==> src/rtl/fifo_ctl.sv <==
// fifo_ctl -- synchronous FIFO controller in front of a dual-port RAM (dpram).
// The FIFO holds 2^AW words of DW bits. Pushes write through RAM port A and
// pops read through RAM port X. Popped data arrives one enabled cycle after
// the pop, because the RAM registers the read address.
//
// Ports
//   clk_i, rst_i            clock, synchronous active-high reset
//   ena_i                   global clock enable (shared with the RAM)
//   wstb_i, wdat_i, wful_o  push request, push data, full flag
//   rstb_i, rdat_o, rvld_o  pop request, popped data, popped data valid
//   remp_o, cnt_o           empty flag, occupancy 0..2^AW
//   ovf_o, udf_o            sticky push-while-full / pop-while-empty
//   ram_*                   connections to the RAM (A = write, X = read)
module fifo_ctl #(
    parameter int AW = 5,
    parameter int DW = 2
) (
    input  logic          clk_i,
    input  logic          rst_i,
    input  logic          ena_i,
    input  logic          wstb_i,
    input  logic [DW-1:0] wdat_i,
    output logic          wful_o,
    input  logic          rstb_i,
    output logic [DW-1:0] rdat_o,
    output logic          rvld_o,
    output logic          remp_o,
    output logic [AW:0]   cnt_o,
    output logic          ovf_o,
    output logic          udf_o,
    output logic [AW-1:0] ram_adr_o,
    output logic [DW-1:0] ram_dat_o,
    output logic          ram_wre_o,
    output logic [AW-1:0] ram_xadr_o,
    output logic [DW-1:0] ram_xdat_o,
    output logic          ram_xwre_o,
    input  logic [DW-1:0] ram_xdat_i
);

    // Pointers carry one extra wrap bit so full and empty can be told apart.
    logic [AW:0] wptr, rptr, cnt;
    logic        ovf, udf, rvld;
    logic        push, pop;
    logic        full, empty;

    // Flags come only from registered pointers, never from the request strobes.
    assign empty = (wptr == rptr);
    assign full  = (wptr[AW] != rptr[AW]) && (wptr[AW-1:0] == rptr[AW-1:0]);

    // Gating pop by !empty rejects the pop half of a push+pop on an empty
    // FIFO. Gating push by !full rejects the push half on a full FIFO.
    assign push = ena_i && wstb_i && !full  && !rst_i;
    assign pop  = ena_i && rstb_i && !empty && !rst_i;

    always_ff @(posedge clk_i) begin
        if (rst_i) begin
            wptr <= '0;
            rptr <= '0;
            cnt  <= '0;
            ovf  <= 1'b0;
            udf  <= 1'b0;
            rvld <= 1'b0;
        end else if (ena_i) begin
            if (push) wptr <= wptr + (AW+1)'(1);
            if (pop)  rptr <= rptr + (AW+1)'(1);
            case ({push, pop})
                2'b10:   cnt <= cnt + (AW+1)'(1);
                2'b01:   cnt <= cnt - (AW+1)'(1);
                default: cnt <= cnt;
            endcase
            if (wstb_i && full)  ovf <= 1'b1;
            if (rstb_i && empty) udf <= 1'b1;
            // Data valid follows the pop by one enabled cycle, matching the
            // RAM's registered read address.
            rvld <= pop;
        end
    end

    assign wful_o     = full;
    assign remp_o     = empty;
    assign cnt_o      = cnt;
    assign ovf_o      = ovf;
    assign udf_o      = udf;
    assign rvld_o     = rvld;
    assign rdat_o     = ram_xdat_i;

    assign ram_adr_o  = wptr[AW-1:0];
    assign ram_dat_o  = wdat_i;
    assign ram_wre_o  = push;
    assign ram_xadr_o = rptr[AW-1:0];
    assign ram_xdat_o = '0;
    assign ram_xwre_o = 1'b0;

endmodule
==> config.mk <==
export PLATFORM = sky130hd
export DESIGN_NAME = fifo_ctl
export DESIGN_NICKNAME = d
export VERILOG_FILES = /design/src/rtl/fifo_ctl.sv
export SDC_FILE = /design/constraint.sdc
export NUM_CORES = 1
export LEC_CHECK = 0
export CORE_ASPECT_RATIO = 0.7
export CORE_MARGIN = 5
export CORE_UTILIZATION = 45
export CTS_BUF_LIST = sky130_fd_sc_hd__clkbuf_8 sky130_fd_sc_hd__clkbuf_16
export CTS_CLUSTER_DIAMETER = 200
export CTS_CLUSTER_SIZE = 16
export DETAILED_ROUTE_END_ITERATION = 8
export PLACE_DENSITY = 0.77
export SLEW_MARGIN = 15
export SYNTH_ARGS = -nofsm -noshare
export SYNTH_HDL_FRONTEND = slang
export SYNTH_SLANG_ARGS = --single-unit
==> constraint.sdc <==
create_clock -name clk_i -period 3.4 [get_ports clk_i]
set_clock_uncertainty 0.15 [all_clocks]
set_input_delay 0.68 -clock clk_i [delete_from_list [all_inputs] [get_ports clk_i]]
set_output_delay 0.68 -clock clk_i [all_outputs]
set_load 0.02 [all_outputs]
==> impl_metrics.yaml, run 1 <==
status:
  outcome: "finished clean"
floorplanning:
  fp-row-count: 16
  ioPinCount: 38
  start_util_pct: 46.6
  fp.dieW_um: 74.2
  core_mm2: 0.00278
  dieArea_mm2: 0.00407
  die_h_um: 54.9
global_route:
  grt_max_degree: 16
  grtUsageTotal_pct: 14.5
  antenna_found_initial: 0
  overflow: 0
  grt_pass1_vias: 991
  grt_first_pass_wirelength_um: 4510
logic_synthesis:
  synthFlopType: "dfxtp_1"
  synth.distinct_cells: 31
  ys_async_sr_fraction_pct: 0
  synth_area_leaders: "dfxtp_1, buf_4, xnor2_1, ha_1, a21oi_1"
  yosysTopAreaCell: "dfxtp_1"
  synth_edf_count: 0
  synth_top_area_share_pct: 32.4
  syn_inst: 156
  synth-seq-cells: 21
  netlist_area_mm2: 0.00130
  ys_seq_area_share_pct: 32.4
  avgSynthCellArea_um2: 8.32
  yosys_warnings: 0
routing:
  first_iter_violations: 23
  vias_per_cell: 5.15
  wl_per_cell_um: 13.1
  vias: 1086
  routed_wl_um: 2760
  ant_nets: 0
  first_pass_iters: 5
  remaining_drc_errors: 0
setup_path:
  cp.required_ps: 3410
  r2r-start: "rptr[0]"
  critPathLaunchType: "flip-flop"
  rrSetupSlack_ps: 250
  crit_type: "reg2reg"
  crit_end: "cnt_o[5]"
  r2r-end: "cnt_o[5]"
  cp_max_fo: 8
  arrival_ps: 3160
  crit_path_start: "rptr[0]"
  reg2reg_depth: 10
  end_kind: "flip-flop"
clock_tree:
  clockBufferDepth: 2
  clock_latency_ps: 260
  holdBufCountCts: 0
  cts_tree: "yes"
  htree_levels: 1
  clock_sinks: 21
  cts_setup_buffers: 0
  cts_resized: 0
  cts-buffers-inserted: 3
  clkTransAtPathRegs_ps: 80
  root_buffer: "clkbuf_8"
timing:
  hold_viol: 0
  finalSetupViolCount: 0
  post-route-period-util_pct: 92.5
  rsz0062_at_grt: "false"
  fin_crit_ps: 3150
  slew_violations: 0
  tns_ps: 0
  max_freq_ghz: 0.318
power:
  ir_drop_mv: 0.209
  clockPowerShare_pct: 32.8
  switching_power_mw: 0.141
  power.density_mw_per_mm2: 325
  internal_power_mw: 0.371
  p_comb_share_pct: 17.0
  switching_share_pct: 27.5
  seqPwrFrac_pct: 50.2
  leakagePower_nw: 0.638
placed_design:
  gp_congestion: 0.847
  placed_area_mm2: 0.00153
  dp_hpwl_um: 2160
  place.port_buffers: 26
final_layout:
  n_fill_cell: 235
  syn_to_final_growth_pct: 21.5
  drive_gt1_share_pct: 9.14
  regArea_um2: 420
  fin_area_mm2: 0.00158
  multiInputGateArea_um2: 737
  layout.nets: 193
  diodes: 0
job:
  cap_violations: 0
worst_hold_path:
  hold_class: "reg2reg"
==> cells in the final DEF (no fill, tap or decap), drive strengths merged, types with 3 or more instances in the layout <==
master	instances
xnor2	12
ha	7
a211oi	5
nor2	19
nand2	12
nor3	6
xor2	6
clkdlybuf4s50	26
a21oi	16
nand4	4
dfxtp	21
buf	8
conb	3
and2	4
clkbuf	3
==> cells by family (layout without fill, tap and decap cells) <==
kind of cell	count (synthesis)	in the layout	synth area share, %
adders and majority gates	8	8	8.29
DFF	21	21	32.4
and+or+nand+nor	56	56	21.1
buffers and inverters	23	40	11.8
xor gates and xnor gates	18	18	12.2
AOI/OAI and AO/OA	26	26	11.6
other	1	3	0.289
muxes	3	3	2.41
==> power by group through the flow <==
stage | Clock (mW) | Sequential, mW | Combinational, mW
finish | 0.168 | 0.257 | 0.0871
global route | 0.181 | 0.258 | 0.0944
CTS | 0.170 | 0.257 | 0.0855
detailed placement | 0 | 0.263 | 0.0846
global placement | 0 | 0.263 | 0.0836
floorplan | 0 | 0.267 | 0.0575
==> cell usage after synthesis, drive strengths merged (4+ instances only) <==
library cell,n
a211oi,5
a21oi,16
and2,4
buf,19
dfxtp,21
ha,7
nand2,12
nand4,4
nor2,19
nor3,6
xnor2,12
xor2,6
==> flip-flops by register name, indices dropped and copies added (netlist names) <==
name,flops
udf_o,1
cnt_o,6
rptr,6
ovf_o,1
rvld_o,1
wptr,6
==> critical path: stages, from the launching register on <==
cell and delay [ps]:
dfxtp_1 440, xor2_1 300, nor3b_2 140, and2_2 240, nor3_1 180, ha_1 370, ha_1 320, a211oi_1 260
nor2_1 110, o211ai_1 190, mux2_2 350
==> metrics by stage <==
| stage | setup slack (ps) | std cells | hold WS [ps] | power [mW] | utilization, % |
|---|---|---|---|---|---|
| floorplan | 394 | 158 | 345 | 0.325 | - |
| finish | 254 | 211 | 326 | 0.512 | 56.7 |
| global placement | 104 | 207 | 302 | 0.346 | 54.8 |
| global route | 54.7 | 211 | 354 | 0.534 | 56.7 |
| CTS | 88.5 | 211 | 330 | 0.513 | 56.5 |
| detailed placement | 9.69 | 207 | 310 | 0.348 | 54.8 |
==> cell type report <==
| type | instances | area share, % |
|---|---|---|
| inverters | 2 | 0.476 |
| well taps | 36 | 2.86 |
| flip-flops and latches | 21 | 26.7 |
| repair buffers | 34 | 20.3 |
| multi-input cells | 114 | 46.7 |
| clock inverters | 1 | 0.317 |
| clock buffers | 3 | 2.62 |
==> layer usage <==
metal / vias to the layer above / wire (µm) / track usage (%)
li1: 548 / - / -
met1: 492 / 1290 / 19.0
met2: 38 / 1260 / 23.2
met3: 8 / 169 / 3.97
met4: 0 / 40 / 5.12
met5: - / 0 / 0
==> worst min-delay path by stage <==
stage | from | end | cells past startpoint
finish | ovf_o | ovf_o | 2
floorplan | wptr[4] | wptr[4] | 2
detailed placement | ovf_o | ovf_o | 2
global route | cnt_o[4] | cnt_o[4] | 2
global placement | ovf_o | ovf_o | 2
CTS | ovf_o | ovf_o | 2
(Power assumes the default switching activity.)
==> run 2: changes to the inputs <==
--- a/config.mk
+++ b/config.mk
@@ -13,7 +13,6 @@
 export CTS_CLUSTER_SIZE = 16
 export DETAILED_ROUTE_END_ITERATION = 8
 export PLACE_DENSITY = 0.77
-export SLEW_MARGIN = 15
 export SYNTH_ARGS = -nofsm -noshare
 export SYNTH_HDL_FRONTEND = slang
 export SYNTH_SLANG_ARGS = --single-unit
==> results of run 2 <==
Same layout as run 1: the final DEF is identical, and so are final timing and power.
==> run 3: changes to the inputs <==
--- a/config.mk
+++ b/config.mk
@@ -13,6 +13,7 @@
 export CTS_CLUSTER_SIZE = 16
 export DETAILED_ROUTE_END_ITERATION = 8
 export PLACE_DENSITY = 0.77
+export SETUP_SLACK_MARGIN = 0.15
 export SYNTH_ARGS = -nofsm -noshare
 export SYNTH_HDL_FRONTEND = slang
 export SYNTH_SLANG_ARGS = --single-unit
==> run 3 against run 2 <==
Net effect: highest routed layer unchanged; global-route usage stayed put; power is 0.11% lower; clock power hardly changed; sequential power hardly changed; largest power group unchanged.
==> impl_metrics.yaml, run 3 (synthesis gave the netlist of run 1 again) <==
global_route:
  grtUsageMet2_pct: 23.2
  gr-usage-met3_pct: 3.97
  grt-busiest-layer: "met2"
  met1_usage_pct: 19.0
  grt_max_degree: 16
  overflow: 0
  grt_first_pass_wirelength_um: 4510
  grtUsageTotal_pct: 14.5
  antenna_found_initial: 0
  grt_pass1_vias: 991
floorplanning:
  fp.dieW_um: 74.2
  dieArea_mm2: 0.00407
  die_h_um: 54.9
  core_mm2: 0.00278
  fp-row-count: 16
  start_util_pct: 46.6
  ioPinCount: 38
routing:
  vias_per_cell: 5.05
  remaining_drc_errors: 0
  ant_nets: 0
  routed_wl_um: 2740
  first_pass_iters: 4
  vias: 1066
  first_iter_violations: 22
  wl_per_cell_um: 13.0
timing:
  tns_ps: 0
  post-route-period-util_pct: 89.9
  max_freq_ghz: 0.327
  layout_setup_ws_ps: 344
  slew_violations: 0
  fin_crit_ps: 3060
  hold_viol: 0
  finalSetupViolCount: 0
  rsz0062_at_grt: "false"
  timing.hold.ws_ps: 325
power:
  ir_drop_mv: 0.208
  power.density_mw_per_mm2: 324
  leakagePower_nw: 0.637
  p_total_mw: 0.512
final_layout:
  final_common_cell: "clkdlybuf4s50_1"
  final_cell_mix: "clkdlybuf4s50_1, dfxtp_1, nor2_1"
  syn_to_final_growth_pct: 21.7
  final_cells: 211
  drive_gt1_share_pct: 9.71
  layout.nets: 193
  diodes: 0
setup_path:
  r2r-end: "cnt_o[5]"
  rrSetupSlack_ps: 340
  reg2reg_depth: 10
  r2r-start: "rptr[0]"
  critPathLaunchType: "flip-flop"
  cp_max_fo: 8
  arrival_ps: 3070
  cp.required_ps: 3410
  end_kind: "flip-flop"
  crit_type: "reg2reg"
placed_design:
  pre_cts_ws_ps: 9.69
  dp_hpwl_um: 2160
  place.port_buffers: 26
  gp_congestion: 0.847
  placed_cells: 207
clock_tree:
  clock_sinks: 21
  root_buffer: "clkbuf_8"
  clock_latency_ps: 260
  cts_tree: "yes"
  clockBufferDepth: 2
  cts-buffers-inserted: 3
  holdBufCountCts: 0
  htree_levels: 1
  clkTransAtPathRegs_ps: 80
worst_hold_path:
  worstHoldStart: "ovf_o"
  hold_class: "reg2reg"
  hold_path_end: "ovf_o"
  hold_path_depth: 2
status:
  outcome: "finished clean"
job:
  cap_violations: 0
==> run 3: cell counts in the layout (fill, tap and decap cells not counted) <==
No cell type changed its count.
==> run 3: final cells by class <==
cell class	instances	area, µm²
Inverter	2	7.51
Multi-Input combinational cell	114	739
Sequential cell	21	420
Clock buffer	3	41.3
Tap cell	36	45.0
Fill cell	234	1200
Clock inverter	1	5.00
Timing Repair Buffer	34	320
==> run 3: metal layers <==
| metal | share of wire, % | wire length [µm] |
|---|---|---|
| met2 | 45 | 1230 |
| met5 | 0 | 0 |
| met1 | 48 | 1330 |
| met4 | 1.6 | 44 |
| met3 | 5.0 | 137 |
==> run 3: timing repair <==
action,4_1_cts,5_1_grt
resized for setup,1,1
endpoints found under the setup margin,1,2
setup buffers,0,0
==> run 3: how the worst max path moves through the flow <==
stage                 start  endpoint  slack [ps]  cells after the start
floorplan           rptr[5]  cnt_o[5]         390                     10
global placement      ena_i  cnt_o[5]         100                     10
detailed placement    ena_i  cnt_o[5]          10                     10
CTS                 rptr[0]  cnt_o[5]         280                     10
finish              rptr[0]  cnt_o[5]         340                     10
global route          ena_i  cnt_o[5]         170                     11
==> run 3: report_power, final <==
| group | internal [mW] | switching, mW | total [mW] | leakage [nW] |
|---|---|---|---|---|
| combinational | 0.0384 | 0.0490 | 0.0874 | 0.441 |
| sequential | 0.251 | 0.00578 | 0.257 | 0.170 |
| clock | 0.0817 | 0.0856 | 0.167 | 0.0255 |
| total | 0.372 | 0.140 | 0.512 | 0.637 |
==> run 3: through the flow <==
step | area (µm²) | utilization, %
2_1_floorplan | 1310 | -
3_3_place_gp | 1530 | 54.8
4_1_cts | 1580 | 56.7
5_1_grt | 1580 | 56.7
3_5_place_dp | 1530 | 54.8
6_report | 1580 | 56.7
==> run 3: critical path, stage by stage, from the launching register on <==
cell and delay [ps]:
dfxtp_1 440, xor2_1 300, nor3b_2 140, and2_2 240
nor3_1 190, ha_2 310, ha_1 280, a211oi_1 250
nor2_1 110, o211ai_1 190, mux2_2 350
